File: src/rtl/booth_mult_arbiter_pkg.sv
// Shared definitions for the Booth multiplier arbiter: FSM encoding,
// default sizing and a small index-width helper.
package booth_pkg;

    localparam int NREQ_DEF = 4;
    localparam int W_DEF    = 4;
    localparam int TMO_DEF  = 4;

    typedef enum logic [2:0] {
        IDLE      = 3'd0,
        ISSUE     = 3'd1,
        WAIT_BUSY = 3'd2,
        WAIT_DONE = 3'd3,
        RESULT    = 3'd4
    } state_t;

    function automatic int idx_w(input int n);
        return (n > 1) ? $clog2(n) : 1;
    endfunction

endpackage

File: src/rtl/booth_mult_arbiter_if.sv
// Bundle of requester-side and multiplier-side signals around the arbiter.
// The slave modport is the arbiter; the master side plays requesters and multiplier.
interface booth_mult_arbiter_if
    import booth_pkg::*;
#(
    parameter int NREQ = NREQ_DEF,
    parameter int W    = W_DEF
);

    logic [NREQ-1:0]          req;
    logic [NREQ*W-1:0]        opa;
    logic [NREQ*W-1:0]        opb;
    logic [NREQ-1:0]          gnt;
    logic [NREQ-1:0]          done;
    logic signed [2*W-1:0]    result;
    logic                     err;

    logic                     mul_start;
    logic signed [W-1:0]      mul_a;
    logic signed [W-1:0]      mul_b;
    logic signed [2*W-1:0]    mul_ab;
    logic                     mul_busy;

    modport slave (
        input  req, opa, opb, mul_ab, mul_busy,
        output gnt, done, result, err, mul_start, mul_a, mul_b
    );

    modport master (
        output req, opa, opb, mul_ab, mul_busy,
        input  gnt, done, result, err, mul_start, mul_a, mul_b
    );

endinterface

File: src/rtl/booth_mult_arbiter_rr_pick.sv
// Round-robin selector: first asserted request strictly above ptr, wrapping.
// Purely combinational; the caller owns the pointer register.
module rr_pick
    import booth_pkg::*;
#(
    parameter int NREQ = NREQ_DEF,
    parameter int IW   = idx_w(NREQ)
) (
    input  logic [NREQ-1:0] req,
    input  logic [IW-1:0]   ptr,
    output logic [NREQ-1:0] onehot,
    output logic [IW-1:0]   idx,
    output logic            any
);

    logic [IW:0] cand;

    always_comb begin
        onehot = '0;
        idx    = '0;
        any    = 1'b0;
        cand   = '0;
        // k = NREQ lands back on ptr itself, so the last winner is considered last
        for (int k = 1; k <= NREQ; k++) begin
            cand = (IW+1)'(ptr) + (IW+1)'(k);
            if (cand >= (IW+1)'(NREQ)) begin
                cand = cand - (IW+1)'(NREQ);
            end
            if (!any && req[cand[IW-1:0]]) begin
                any = 1'b1;
                idx = cand[IW-1:0];
            end
        end
        if (any) begin
            onehot[idx] = 1'b1;
        end
    end

endmodule

File: src/rtl/booth_mult_arbiter.sv
// Shares one external multiplier among NREQ requesters: round-robin pick,
// operand latch, start/busy handshake with timeout, and result return.
module booth_mult_arbiter
    import booth_pkg::*;
#(
    parameter int NREQ = NREQ_DEF,
    parameter int W    = W_DEF,
    parameter int TMO  = TMO_DEF
) (
    input  logic               clk,
    input  logic               rst_n,
    booth_mult_arbiter_if.slave bus
);

    localparam int IW = idx_w(NREQ);
    localparam int CW = $clog2(TMO + 1);

    state_t                  state;
    state_t                  state_nxt;

    logic [IW-1:0]           owner;
    logic [IW-1:0]           ptr;
    logic [NREQ-1:0]         pick_oh;
    logic [IW-1:0]           pick_idx;
    logic                    pick_any;

    logic signed [W-1:0]     sel_a;
    logic signed [W-1:0]     sel_b;
    logic signed [W-1:0]     mul_a_q;
    logic signed [W-1:0]     mul_b_q;
    logic signed [2*W-1:0]   result_q;
    logic                    err_q;

    logic [CW-1:0]           tmo_cnt;
    logic                    tmo_hit;

    logic [NREQ-1:0]         gnt_c;
    logic [NREQ-1:0]         done_c;
    logic                    start_c;
    logic                    err_c;

    rr_pick #(
        .NREQ (NREQ),
        .IW   (IW)
    ) u_pick (
        .req    (bus.req),
        .ptr    (ptr),
        .onehot (pick_oh),
        .idx    (pick_idx),
        .any    (pick_any)
    );

    always_comb begin
        sel_a = '0;
        sel_b = '0;
        for (int i = 0; i < NREQ; i++) begin
            if (pick_oh[i]) begin
                sel_a = bus.opa[i*W +: W];
                sel_b = bus.opb[i*W +: W];
            end
        end
    end

    assign tmo_hit = (tmo_cnt == CW'(TMO - 1));

    always_ff @(posedge clk or negedge rst_n) begin
        if (!rst_n) begin
            state <= IDLE;
        end else begin
            state <= state_nxt;
        end
    end

    always_comb begin
        state_nxt = state;
        unique case (state)
            IDLE:      if (pick_any) state_nxt = ISSUE;
            ISSUE:     state_nxt = WAIT_BUSY;
            WAIT_BUSY: begin
                if (bus.mul_busy) begin
                    state_nxt = WAIT_DONE;
                end else if (tmo_hit) begin
                    state_nxt = RESULT;
                end
            end
            WAIT_DONE: if (!bus.mul_busy) state_nxt = RESULT;
            RESULT:    state_nxt = IDLE;
            default:   state_nxt = IDLE;
        endcase
    end

    // gnt and mul_start share the ISSUE cycle; done is always exclusive of both
    always_comb begin
        gnt_c   = '0;
        done_c  = '0;
        start_c = 1'b0;
        err_c   = 1'b0;
        case (state)
            ISSUE: begin
                gnt_c[owner] = 1'b1;
                start_c      = 1'b1;
            end
            RESULT: begin
                done_c[owner] = 1'b1;
                err_c         = err_q;
            end
            default: ;
        endcase
    end

    always_ff @(posedge clk or negedge rst_n) begin
        if (!rst_n) begin
            owner    <= '0;
            ptr      <= IW'(NREQ - 1);
            mul_a_q  <= '0;
            mul_b_q  <= '0;
            result_q <= '0;
            err_q    <= 1'b0;
            tmo_cnt  <= '0;
        end else begin
            if (state == IDLE && pick_any) begin
                owner   <= pick_idx;
                ptr     <= pick_idx;
                mul_a_q <= sel_a;
                mul_b_q <= sel_b;
            end
            tmo_cnt <= (state == WAIT_BUSY) ? tmo_cnt + CW'(1) : '0;
            if (state == WAIT_BUSY && !bus.mul_busy && tmo_hit) begin
                result_q <= '0;
                err_q    <= 1'b1;
            end else if (state == WAIT_DONE && !bus.mul_busy) begin
                result_q <= bus.mul_ab;
                err_q    <= 1'b0;
            end
        end
    end

    assign bus.gnt       = gnt_c;
    assign bus.done      = done_c;
    assign bus.mul_start = start_c;
    assign bus.err       = err_c;
    assign bus.result    = result_q;
    assign bus.mul_a     = mul_a_q;
    assign bus.mul_b     = mul_b_q;

endmodule
File: src/flat_wrapper.sv
// flat-port wrapper written by rule: the top's interface ports become plain ports
module booth_mult_arbiter_flat import booth_pkg::*;
#(
    parameter int NREQ = NREQ_DEF,
    parameter int W    = W_DEF,
    parameter int TMO  = TMO_DEF
)
  (clk, rst_n, bus_req, bus_opa, bus_opb, bus_mul_ab, bus_mul_busy, bus_gnt, bus_done, bus_result, bus_err, bus_mul_start, bus_mul_a, bus_mul_b);
  booth_mult_arbiter_if #(.NREQ(NREQ), .W(W)) bus_i ();
  input  logic clk;
  input  logic rst_n;
  input wire logic [$bits(bus_i.req)-1:0] bus_req;
  input wire logic [$bits(bus_i.opa)-1:0] bus_opa;
  input wire logic [$bits(bus_i.opb)-1:0] bus_opb;
  input wire logic [$bits(bus_i.mul_ab)-1:0] bus_mul_ab;
  input wire logic [$bits(bus_i.mul_busy)-1:0] bus_mul_busy;
  output wire logic [$bits(bus_i.gnt)-1:0] bus_gnt;
  output wire logic [$bits(bus_i.done)-1:0] bus_done;
  output wire logic [$bits(bus_i.result)-1:0] bus_result;
  output wire logic [$bits(bus_i.err)-1:0] bus_err;
  output wire logic [$bits(bus_i.mul_start)-1:0] bus_mul_start;
  output wire logic [$bits(bus_i.mul_a)-1:0] bus_mul_a;
  output wire logic [$bits(bus_i.mul_b)-1:0] bus_mul_b;
  assign bus_i.req = bus_req;
  assign bus_i.opa = bus_opa;
  assign bus_i.opb = bus_opb;
  assign bus_i.mul_ab = bus_mul_ab;
  assign bus_i.mul_busy = bus_mul_busy;
  assign bus_gnt = bus_i.gnt;
  assign bus_done = bus_i.done;
  assign bus_result = bus_i.result;
  assign bus_err = bus_i.err;
  assign bus_mul_start = bus_i.mul_start;
  assign bus_mul_a = bus_i.mul_a;
  assign bus_mul_b = bus_i.mul_b;
  booth_mult_arbiter #(.NREQ(NREQ), .W(W), .TMO(TMO)) u_core (.clk(clk), .rst_n(rst_n), .bus(bus_i));
endmodule
File: config.mk
export PLATFORM = sky130hd
export DESIGN_NAME = booth_mult_arbiter_flat
export DESIGN_NICKNAME = d
export VERILOG_FILES = /design/src/rtl/booth_mult_arbiter_pkg.sv /design/src/rtl/booth_mult_arbiter_if.sv /design/src/rtl/booth_mult_arbiter_rr_pick.sv /design/src/rtl/booth_mult_arbiter.sv /design/src/flat_wrapper.sv
export SDC_FILE = /design/constraint.sdc
export NUM_CORES = 1
export LEC_CHECK = 0
export CORE_UTILIZATION = 38
export DETAILED_ROUTE_END_ITERATION = 7
export PLACE_DENSITY_LB_ADDON = 0.2
export SYNTH_ARGS = -nofsm -noshare
export SYNTH_HDL_FRONTEND = slang
export SYNTH_HIERARCHICAL = 1
export SYNTH_SLANG_ARGS = --single-unit
File: constraint.sdc
create_clock -name clk -period 1.97 [get_ports clk]
set_input_delay 0.2955 -clock clk [delete_from_list [all_inputs] [get_ports clk]]
set_output_delay 0.2955 -clock clk [all_outputs]
set_load 0.01 [all_outputs]
==> qor.txt <==
Critical Path AT: 2040 ps
Yosys top cell area share: 38.4%
post-detail-place hpwl: 3280 um
total iterations of the first detailed-routing run: 4
number of global-route vias before repair: 1613
final setup vio count: 0
Final TNS setup: 0 ps
Seq cells post-synth: 27
initial antenna violation count: 0
core area: 4060 sq um
status: complete, no violations
Die ar.: 4550 sq um
total CTS buffers: 3
slack of the critical path: 125 ps
area delta synth->final: 56.9%
CTS tree: built
worst skew pair latency: 270 ps
delay-heaviest family, CP: compound AO/OA/AOI/OAI gates
Area after DPL: 2490 sq um
deepest level of the CTS H-tree: 1
Worst Hold Slack: 395 ps
YS warnings: 6
most common cell in the netlist: nand2_1
final non-filler cell area: 2560 sq um
first-pass GRT wire length: 6960 um
Num Clock Sinks: 27
Longest Clk Path Bufs: 2
Yosys cell types: 42
Final min period: 1850 ps
RR Startpoint: u_core/ptr[1]$_DFFE_PN1P_
crit path buf inv count: 1
WL final: 4170 um
Tot GR Track Use: 20.3%
Main synth FF type: dfrtp_1
detailed-route via count: 1653
CP Launch Type: register
simple logic cell fraction of the synthesized area: 26.9%
Root Driver: clkbuf_8
final hold violation count: 0
Syn Area/Cell: 8.62 sq um
CP max stage delay: 600 ps
EDFF count, synth: 0
Synth Cell Area: 1630 sq um
VDD IR max: 452 uV
Crit Path Max Fanout: 9
xor/xnor share of the synthesized area: 0%
r2r setup slk: 120 ps
Worst Reg2Reg Path Length in Cells: 7
Port Buffers: 72
worst min path class: in2async
period utilization: 93.7%
Fmax achieved: 542 MHz
Worst-path clk slew: 90 ps
Compound-Gate Fraction of Synth Area: 23.5%
Crit. End Element: register
routability congestion estimate: 0.797
Syn Inst Count: 189
DR iter-0 viols: 67
post-synthesis mux area share: 0%
layout cells sized above 1: 12.7%
most instantiated cells after synthesis: 38 x nand2_1, 25 x dfrtp_1, 18 x nor2_1
effective utilization at floorplan: 40.1%
Cell Pwr Density: 1160 nW/um^2
pin count of the biggest net entering global routing: 28
worst reg2reg endpoint: u_core/bus.mul_b[2]$_DFFE_PN0P_
CP max-delay cell: dfstp_2
Post-Synthesis Net Count: 238
worst-path cell chain: o21a_1 -> o22ai_1 -> and2_2 -> buf_4 -> nand3b_1 -> a221o_1 -> a21oi_1
Slew @ Worst Pin: 443 ps
nets: 326
most area-consuming cells after synthesis: dfrtp_1 38%, nand2_1 8.8%, a211oi_1 4.6%
GRT overflow: 0
clk_skew: 6.59 ps
MaxCap Viol Count: 0
largest family of logic cells by synthesized area: simple AND/OR/NAND/NOR gates
die height: 67.5 um
Rel. slew slack: 70.5%
Leak: 0.00123 uW
vias per cell: 5.07
CP Class: reg2reg
pre-CTS WS: -631 ps
drt wl/cell: 12.8 um
DRC Markers: 0
Synth area leader: dfrtp_1
max-slew violations: 0
chip width: 67.5 um
asr flop ratio synth: 100%
worst path required time: 2170 ps
RSZ-0062 raised after global routing: false
Row Count: 23
Synth Area in Adders: 1.54%
I/O pins: 73
number of diodes: 0
post-route ant nets: 0
register area share after synthesis: 41.6%
-- power breakdown --
group | internal (uW) | total (uW) | leakage (uW) | switching [uW]
clock network | 145 | 308 | 0.0000228 | 164
logic | 892 | 1660 | 0.000872 | 768
registers | 813 | 991 | 0.000338 | 177
-- flip-flops by register name, summed over array words and instances (netlist names) --
signal / cells
u_core/bus.mul_b: 4
u_core/bus.result: 8
u_core/owner: 2
u_core/ptr: 2
u_core/err_q: 1
u_core/state: 3
u_core/tmo_cnt: 3
u_core/bus.mul_a: 4
-- layout by cell type (no fill, tap or decap), types with 8 or more instances in the layout --
master,instances
a211oi_1,9
a21o_1,8
a21oi_1,14
buf_4,21
clkdlybuf4s50_1,61
dfrtp_1,25
dlygate4sd2_1,10
nand2_1,38
nor2_1,18
o21ai_0,15
-- metrics by stage --
stage,total power [uW],instances,util (%)
3_5_place_dp,2650,321,61.4
4_1_cts,2960,325,62.4
6_report,2960,326,63.0
2_1_floorplan,1900,189,-
3_3_place_gp,2630,321,61.4
5_1_grt,3230,326,63.0
-- timing repair --
item | 4_1_cts | 5_1_grt
setup buffers | 0 | 1
gates resized for setup | 12 | 4
cloned | 0 | 0
hold buffers | 0 | 0
endpoints found under the setup margin | 17 | 8
-- worst register-to-register path, stage by stage, from the launching register on --
cell and delay, ps:
dfstp_2 600, o21a_1 140, o22ai_1 80, and2_2 220, buf_4 160, nand3b_1 150, a221o_1 300, a21oi_1 110
-- area by class of cell --
type                            instances  area, sq um
Clock buffer                            4         45.0
Fill cell                             382         1500
Inverter                                7         26.3
Multi-Input combinational cell        144          865
Sequential cell                        27          678
Tap cell                               50         62.6
Timing Repair Buffer                   94          880
-- logic make-up after synthesis --
group | count (synthesis)
AO/OA/AOI/OAI | 60
buffers and inverters | 18
flip-flops | 27
AND/OR/NAND/NOR | 82
adder cells (fa/ha/maj) | 2
-- worst max-delay path by stage --
stage | from | end | cells after the start
2_1_floorplan | u_core/ptr[1]$_DFFE_PN1P_ | u_core/bus.mul_a[0]$_DFFE_PN0P_ | 6
3_3_place_gp | bus_req[3] | u_core/bus.mul_a[2]$_DFFE_PN0P_ | 7
3_5_place_dp | bus_req[3] | u_core/bus.mul_a[2]$_DFFE_PN0P_ | 7
4_1_cts | bus_req[3] | u_core/bus.mul_a[2]$_DFFE_PN0P_ | 7
5_1_grt | bus_req[2] | u_core/bus.mul_b[2]$_DFFE_PN0P_ | 8
6_report | u_core/ptr[1]$_DFFE_PN1P_ | u_core/bus.mul_b[2]$_DFFE_PN0P_ | 7
-- metal layers --
layer  share of wire, %  vias to the layer above  global-route usage, %
met5                  0                        -                      0
met4                1.8                        0                   7.45
met3                5.8                        8                   3.89
met2                 49                       57                   34.9
met1                 43                      752                   25.0
li1                   -                      836                      -
(Power assumes the default switching activity.)
